===== config.mk =====
export PLATFORM = sky130hd
export DESIGN_NAME = genesis_gamepads_multi_flat
export DESIGN_NICKNAME = d
export VERILOG_FILES = /design/src/rtl/genesis_gamepads_multi_if.sv /design/src/rtl/genesis_gamepads_multi.sv /design/src/flat_wrapper.sv
export SDC_FILE = /design/constraint.sdc
export NUM_CORES = 1
export LEC_CHECK = 0
export ABC_AREA = 1
export CORE_ASPECT_RATIO = 1.4
export CORE_MARGIN = 4
export CORE_UTILIZATION = 56
export DETAILED_ROUTE_END_ITERATION = 7
export GPL_TIMING_DRIVEN = 0
export MAX_ROUTING_LAYER = met4
export PLACE_DENSITY = 0.77
export SLEW_MARGIN = 20
export SYNTH_ARGS = -nofsm -noshare
export SYNTH_HDL_FRONTEND = slang
export SYNTH_SLANG_ARGS = --single-unit

===== constraint.sdc =====
create_clock -name iCLK -period 3.3 [get_ports iCLK]
set_input_delay 0.66 -clock iCLK [delete_from_list [all_inputs] [get_ports iCLK]]
set_output_delay 0.66 -clock iCLK [all_outputs]
set_load 0.02 [all_outputs]

===== src/rtl/genesis_gamepads_multi_if.sv =====
// Pad-side bundle for genesis_gamepads_multi: raw pad lines, shared TH select, committed results.
// master = the pad controller, slave = whatever drives the pad pins and consumes the decoded words.
interface genesis_gamepads_multi_if #(
  parameter int PORTS = 2
);
  logic [6*PORTS-1:0]  iGENPAD;
  logic [PORTS-1:0]    oGENPAD_SELECT;
  logic [2*PORTS-1:0]  oGENPAD_TYPE;
  logic [12*PORTS-1:0] oGENPAD_DECODED;
  logic                oGENPAD_VALID;
`ifdef GENPAD_VSYNC_POLL_EN
  logic                iVSYNC;
`endif

  modport master (
    input  iGENPAD,
    output oGENPAD_SELECT,
    output oGENPAD_TYPE,
    output oGENPAD_DECODED,
    output oGENPAD_VALID
`ifdef GENPAD_VSYNC_POLL_EN
    , input iVSYNC
`endif
  );

  modport slave (
    output iGENPAD,
    input  oGENPAD_SELECT,
    input  oGENPAD_TYPE,
    input  oGENPAD_DECODED,
    input  oGENPAD_VALID
`ifdef GENPAD_VSYNC_POLL_EN
    , output iVSYNC
`endif
  );
endinterface


===== src/rtl/genesis_gamepads_multi.sv =====
// PORTS-wide Genesis/MS pad poller: one 8-step TH sequence per poll, results committed with a 1-cycle VALID after step 7; no backpressure.
// Optional GENPAD_VSYNC_POLL_EN: IDLE exit additionally waits for a synchronised iVSYNC rising edge.
module genesis_gamepads_multi #(
  parameter int PORTS        = 2,
  parameter int SELECT_TICKS = 500,
  parameter int READ_LATENCY = 48,
  parameter int IDLE_TICKS   = 100000
) (
  input logic                      iCLK,
  input logic                      iRESET,
  genesis_gamepads_multi_if.master pad
);
  localparam int MAX_TICKS = (IDLE_TICKS > SELECT_TICKS) ? IDLE_TICKS : SELECT_TICKS;
  localparam int TW        = $clog2(MAX_TICKS + 1);
  localparam logic [TW-1:0] IDLE_END  = TW'(IDLE_TICKS);
  localparam logic [TW-1:0] STEP_END  = TW'(SELECT_TICKS - 1);
  localparam logic [TW-1:0] SAMPLE_AT = TW'(READ_LATENCY);

  typedef enum logic {ST_IDLE, ST_PHASE} state_t;

  state_t              state;
  logic [2:0]          step;
  logic [TW-1:0]       tick;
  logic [PORTS-1:0]    select_q;
  logic [PORTS-1:0]    present3;
  logic [PORTS-1:0]    cand6;
  logic [PORTS-1:0]    conf6;
  logic [11:0]         shadow [PORTS];
  logic [2*PORTS-1:0]  type_q;
  logic [12*PORTS-1:0] decoded_q;
  logic                valid_q;
  logic                idle_go;

  logic [5:0]          g      [PORTS];
  logic [1:0]          cw_type[PORTS];
  logic [11:0]         cw_dec [PORTS];

  // Shadow word layout {Z,Y,X,M,S,C,B,A,U,D,L,R}; commit masks what the detected type cannot report.
  always_comb begin
    for (int p = 0; p < PORTS; p++) begin
      g[p]       = pad.iGENPAD[6*p +: 6];
      cw_type[p] = conf6[p] ? 2'd2 : (present3[p] ? 2'd1 : 2'd0);
      cw_dec[p]  = shadow[p];
      if (cw_type[p] == 2'd0) begin
        cw_dec[p][7] = 1'b0;
        cw_dec[p][4] = 1'b0;
      end
      if (cw_type[p] != 2'd2) cw_dec[p][11:8] = 4'h0;
    end
  end

`ifdef GENPAD_VSYNC_POLL_EN
  logic [2:0] vs_sync;
  logic       vs_pend;
  logic       vs_rise;

  assign vs_rise = vs_sync[1] & ~vs_sync[2];
  assign idle_go = (state == ST_IDLE) && (tick == IDLE_END) && (vs_pend || vs_rise);

  // Early edges are remembered until IDLE_TICKS has elapsed; edges during PHASE are dropped.
  always_ff @(posedge iCLK or posedge iRESET) begin
    if (iRESET) begin
      vs_sync <= 3'b000;
      vs_pend <= 1'b0;
    end else begin
      vs_sync <= {vs_sync[1:0], pad.iVSYNC};
      if (state != ST_IDLE || idle_go) vs_pend <= 1'b0;
      else if (vs_rise)                vs_pend <= 1'b1;
    end
  end
`else
  assign idle_go = (state == ST_IDLE) && (tick == IDLE_END);
`endif

  always_ff @(posedge iCLK or posedge iRESET) begin
    if (iRESET) begin
      state     <= ST_IDLE;
      step      <= 3'd0;
      tick      <= '0;
      select_q  <= '1;
      present3  <= '0;
      cand6     <= '0;
      conf6     <= '0;
      for (int p = 0; p < PORTS; p++) shadow[p] <= 12'h000;
      type_q    <= '0;
      decoded_q <= '0;
      valid_q   <= 1'b0;
    end else begin
      valid_q <= 1'b0;
      case (state)
        ST_IDLE: begin
          if (idle_go) begin
            state    <= ST_PHASE;
            step     <= 3'd0;
            tick     <= '0;
            select_q <= '0;
          end else if (tick != IDLE_END) begin
            tick <= tick + 1'b1;
          end
        end
        ST_PHASE: begin
          if (tick == SAMPLE_AT) begin
            for (int p = 0; p < PORTS; p++) begin
              case (step)
                3'd0: begin
                  shadow[p][7] <= ~g[p][5];
                  shadow[p][4] <= ~g[p][4];
                  present3[p]  <= (g[p][1:0] == 2'b00);
                  cand6[p]     <= 1'b0;
                  conf6[p]     <= 1'b0;
                end
                3'd1: begin
                  shadow[p][6]   <= ~g[p][5];
                  shadow[p][5]   <= ~g[p][4];
                  shadow[p][3:0] <= ~g[p][3:0];
                end
                3'd4: cand6[p] <= present3[p] & (g[p][3:0] == 4'b0000);
                3'd5: if (cand6[p]) shadow[p][11:8] <= ~g[p][3:0];
                3'd6: conf6[p] <= cand6[p] & (g[p][3:0] == 4'b1111);
                default: ;
              endcase
            end
          end
          if (tick == STEP_END) begin
            tick <= '0;
            if (step == 3'd7) begin
              state    <= ST_IDLE;
              select_q <= '1;
              valid_q  <= 1'b1;
              for (int p = 0; p < PORTS; p++) begin
                type_q[2*p +: 2]     <= cw_type[p];
                decoded_q[12*p +: 12] <= cw_dec[p];
              end
            end else begin
              step     <= step + 1'b1;
              select_q <= {PORTS{~step[0]}};
            end
          end else begin
            tick <= tick + 1'b1;
          end
        end
        default: state <= ST_IDLE;
      endcase
    end
  end

  assign pad.oGENPAD_SELECT  = select_q;
  assign pad.oGENPAD_TYPE    = type_q;
  assign pad.oGENPAD_DECODED = decoded_q;
  assign pad.oGENPAD_VALID   = valid_q;
endmodule

===== src/flat_wrapper.sv =====
// flat-port wrapper written by rule: the top's interface ports become plain ports
module genesis_gamepads_multi_flat 
#(
  parameter int PORTS        = 2,
  parameter int SELECT_TICKS = 500,
  parameter int READ_LATENCY = 48,
  parameter int IDLE_TICKS   = 100000
)
  (iCLK, iRESET, pad_iGENPAD, pad_oGENPAD_SELECT, pad_oGENPAD_TYPE, pad_oGENPAD_DECODED, pad_oGENPAD_VALID);
  genesis_gamepads_multi_if #(.PORTS(PORTS)) pad_i ();
  input logic iCLK;
  input logic iRESET;
  input wire logic [$bits(pad_i.iGENPAD)-1:0] pad_iGENPAD;
  output wire logic [$bits(pad_i.oGENPAD_SELECT)-1:0] pad_oGENPAD_SELECT;
  output wire logic [$bits(pad_i.oGENPAD_TYPE)-1:0] pad_oGENPAD_TYPE;
  output wire logic [$bits(pad_i.oGENPAD_DECODED)-1:0] pad_oGENPAD_DECODED;
  output wire logic [$bits(pad_i.oGENPAD_VALID)-1:0] pad_oGENPAD_VALID;
  assign pad_i.iGENPAD = pad_iGENPAD;
  assign pad_oGENPAD_SELECT = pad_i.oGENPAD_SELECT;
  assign pad_oGENPAD_TYPE = pad_i.oGENPAD_TYPE;
  assign pad_oGENPAD_DECODED = pad_i.oGENPAD_DECODED;
  assign pad_oGENPAD_VALID = pad_i.oGENPAD_VALID;
  genesis_gamepads_multi #(.PORTS(PORTS), .SELECT_TICKS(SELECT_TICKS), .READ_LATENCY(READ_LATENCY), .IDLE_TICKS(IDLE_TICKS)) u_core (.iCLK(iCLK), .iRESET(iRESET), .pad(pad_i));
endmodule

==> metrics.txt <==
mux share of post-synthesis cell area=0%; Slew HR=61.7%; maximum clock path buffer count=2; top-count cell post-synth=nand2_1; f_max=approximately 450 MHz; Post-Synth Simple-Gate Area=between 30% and 40%; Setup-failing EPs final=0; # rows=35; worst r2r path cells=8; synth cell count leaders=172 x nand2_1, 80 x dfrtp_1, 52 x inv_1, 45 x nand3_1, 38 x nor2_1; ANT nets after route=0; starting density of the core=between 50% and 60%; Placed Cells incl. Taps=604; synth top area cells=dfrtp_1 52%, nand2_1 17%, nand3_1 5.9%; Post-Syn Nets=488; crit path max fanout=3; total setup buffers inserted after CTS=0; Required @ worst endpoint=approximately 2.6 ns; Seq cells post-synth=a little over 80; Seq/Total Area, Yosys=a little over half; Post-synth EDFFs=0; area grow syn2layout=19.9%; area fraction in compound gates after synthesis=~2.9%; first-pass GRT wire length=roughly 14 mm; status=completed; GPL Wtd Cong=0.886; clk_skew=0.0143 ns; Detailed Place HPWL=between 6 and 7 mm; Tmin final=roughly 2.2 ns; CTS Hold Bufs=0; number of global-route vias before repair=about 3100; Tot GR Track Use=22.0%; initial antenna violation count=0; yosys warns=0; Least-Margin Pin Slew=approximately 0.57 ns; clock root cell=clkbuf_8; layout cells sized above 1=about a tenth; final hold vios=0; final hold slack=roughly 0.47 ns; worst min path class=register to register; Crit path arrival time=between 1.5 and 2 ns; Ant. Diodes=0; final period utilization=between 60% and 70%; Post-synth top flop=dfrtp_1; routed len/inst=around 13 um; Peak VDD IR=0.299 mV; Cell Pwr Density=about 370 nW/um2; Static Leak=between 0.002 and 0.0025 uW; Reg-to-Reg End=u_core.shadow[4]; drt total wl=~8.2 mm; element type at the critical path end=output port; RSZ-0062 raised after global routing=false; Die Footprint=between 8000 and 9000 um2; Via Count=between 3000 and 4000; top-area cell type share of the netlist area=between 50% and 60%; Mapped Cells=between 400 and 500; grt total ovfl=0; Final Power=1730 uW; XOR/XNOR Fraction of Synth Area=~2.7%; Final nets=544; Max-Cap Viols=0; Adder-Cell Fraction of Synth Area=under 10%; WHS Endpoint=u_core.pad.oGENPAD_DECODED[18]; mean post-synth cell area=between 8 and 9 um2; critical path cell sequence=buf_4 -> clkdlybuf4s50_1; fill cell count=approximately 550; Worst Hold Depth=2; share of synthesized registers carrying an async set or reset=100%; dpl ws=1.42 ns; Vias/cell=about 5; clk slew on worst S/H paths=0.08 ns; Setup TNS=0 ns; Die W=slightly below 80 um; PnR worst setup slack=1.05 ns; Core ar.=roughly 6600 um2; r2r startpoint=u_core.step[0]; Synth area leader=dfrtp_1; CP max stage delay=roughly 0.59 ns; Slowest cell on crit path=clkdlybuf4s50_1; Final Non-Filler Cells=620; CTS tree=yes; CTS H-tree lvls=3; critical path launch point type=register; min-delay src=u_core.pad.oGENPAD_DECODED[18]; largest family of logic cells by synthesized area=simple AND/OR/NAND/NOR gates; Reg2Reg Setup Slack=1.50 ns; IO Port Bufs=44; num ports=45; Yosys cell types=28; synthesized area=approximately 3800 um2; drt first pass iters=4; CTS buffer count=9; die height=about 110 um; post-cts resize count=0; pin count of the biggest net entering global routing=43; Clock Latency Late Sink=roughly 0.36 ns; clock sinks=slightly above 80; Setup Crit Path Kind=register to output port; First DRT Iteration DRCs=242; # DRC=0; max-slew violations=0
## worst max-delay path by stage
stage / from / slack [ns] / end / depth (start not counted)
final: u_core.pad.oGENPAD_SELECT[0] / 1.05 / pad_oGENPAD_SELECT[1] / 2
after global routing: u_core.pad.oGENPAD_SELECT[0] / 1.00 / pad_oGENPAD_SELECT[1] / 2
after CTS: u_core.pad.oGENPAD_SELECT[0] / 1.03 / pad_oGENPAD_SELECT[1] / 2
after detailed placement: u_core.pad.oGENPAD_SELECT[0] / 1.42 / pad_oGENPAD_SELECT[1] / 2
after global placement: iRESET / -0.65 / u_core.pad.oGENPAD_DECODED[2] / 2
after floorplan: iRESET / 0.56 / u_core.cand6[0] / 1
## per-stage QoR
| stage | util (%) | cell area, um2 |
|---|---|---|
| final | 69.7 | 4610 |
| after global routing | 69.7 | 4610 |
| after CTS | 69.7 | 4610 |
| after detailed placement | 66.9 | 4420 |
| after global placement | 66.5 | 4400 |
| after floorplan | - | 3840 |
## power by group
group	switching (uW)	internal (uW)	leakage, uW	total, uW
Combinational	32.3	18.4	0.00137	50.7
Sequential	0	992	0.000957	992
Clock	381	303	0.0000899	684
## cell usage in the layout (no fill, tap or decap), types with 3 or more instances in the layout
cell,netlist,final
nand2_1,172,172
dfrtp_1,80,80
inv_1,52,51
nand3_1,45,45
clkdlybuf4s50_1,0,44
nor2_1,38,38
clkbuf_8,0,10
nand2_2,9,9
o21ai_0,9,9
xor2_1,9,9
nand4_1,7,7
ha_1,7,7
buf_6,5,5
nor3_1,5,5
buf_4,4,4
o21ai_2,4,4
clkbuf_1,3,3
xnor2_1,3,3
inv_6,0,3
## critical path: cells and delay by family (launching register included)
family / cells / cell delay (ns)
DFF: 1 / 0.55
buffers and inverters: 2 / 0.69
## logic make-up (layout without fill, tap and decap cells)
group,count (synthesis),after routing
adder cells (fa/ha/maj),7,7
AND/OR/NAND/NOR,281,281
AO/OA/AOI/OAI,17,17
buffers and inverters,69,130
XOR/XNOR,12,12
flip-flops,81,81
## routing by layer
| metal | global-route usage [%] | up-vias | wire length, um |
|---|---|---|---|
| met5 | - | - | 0 |
| met4 | 9.25 | 0 | 259 |
| met3 | 4.07 | 26 | 298 |
| met2 | 39.0 | 65 | 4340 |
| met1 | 24.1 | 1441 | 3330 |
| li1 | - | 1553 | - |
## state kept, by name (all words and copies together), names as in the netlist, 2 cells and up
name                        flops
u_core.pad.oGENPAD_DECODED     24
u_core.step                     3
u_core.tick                    17
u_core.cand6                    2
u_core.present3                 2
u_core.conf6                    2
u_core.cw_dec                  12
u_core.shadow                  12
u_core.pad.oGENPAD_TYPE         4
## final cells by class
type,count,area [um2],share of cell area (%)
well taps,92,115,2.50
inverters,56,215,4.67
flip-flops and latches,81,2030,44.0
plain buffers,13,103,2.23
multi-input cells,317,1500,32.6
clock buffers,10,138,2.99
repair buffers,45,460,9.99
clock inverters,6,50.0,1.09
(Power assumes the default switching activity.)
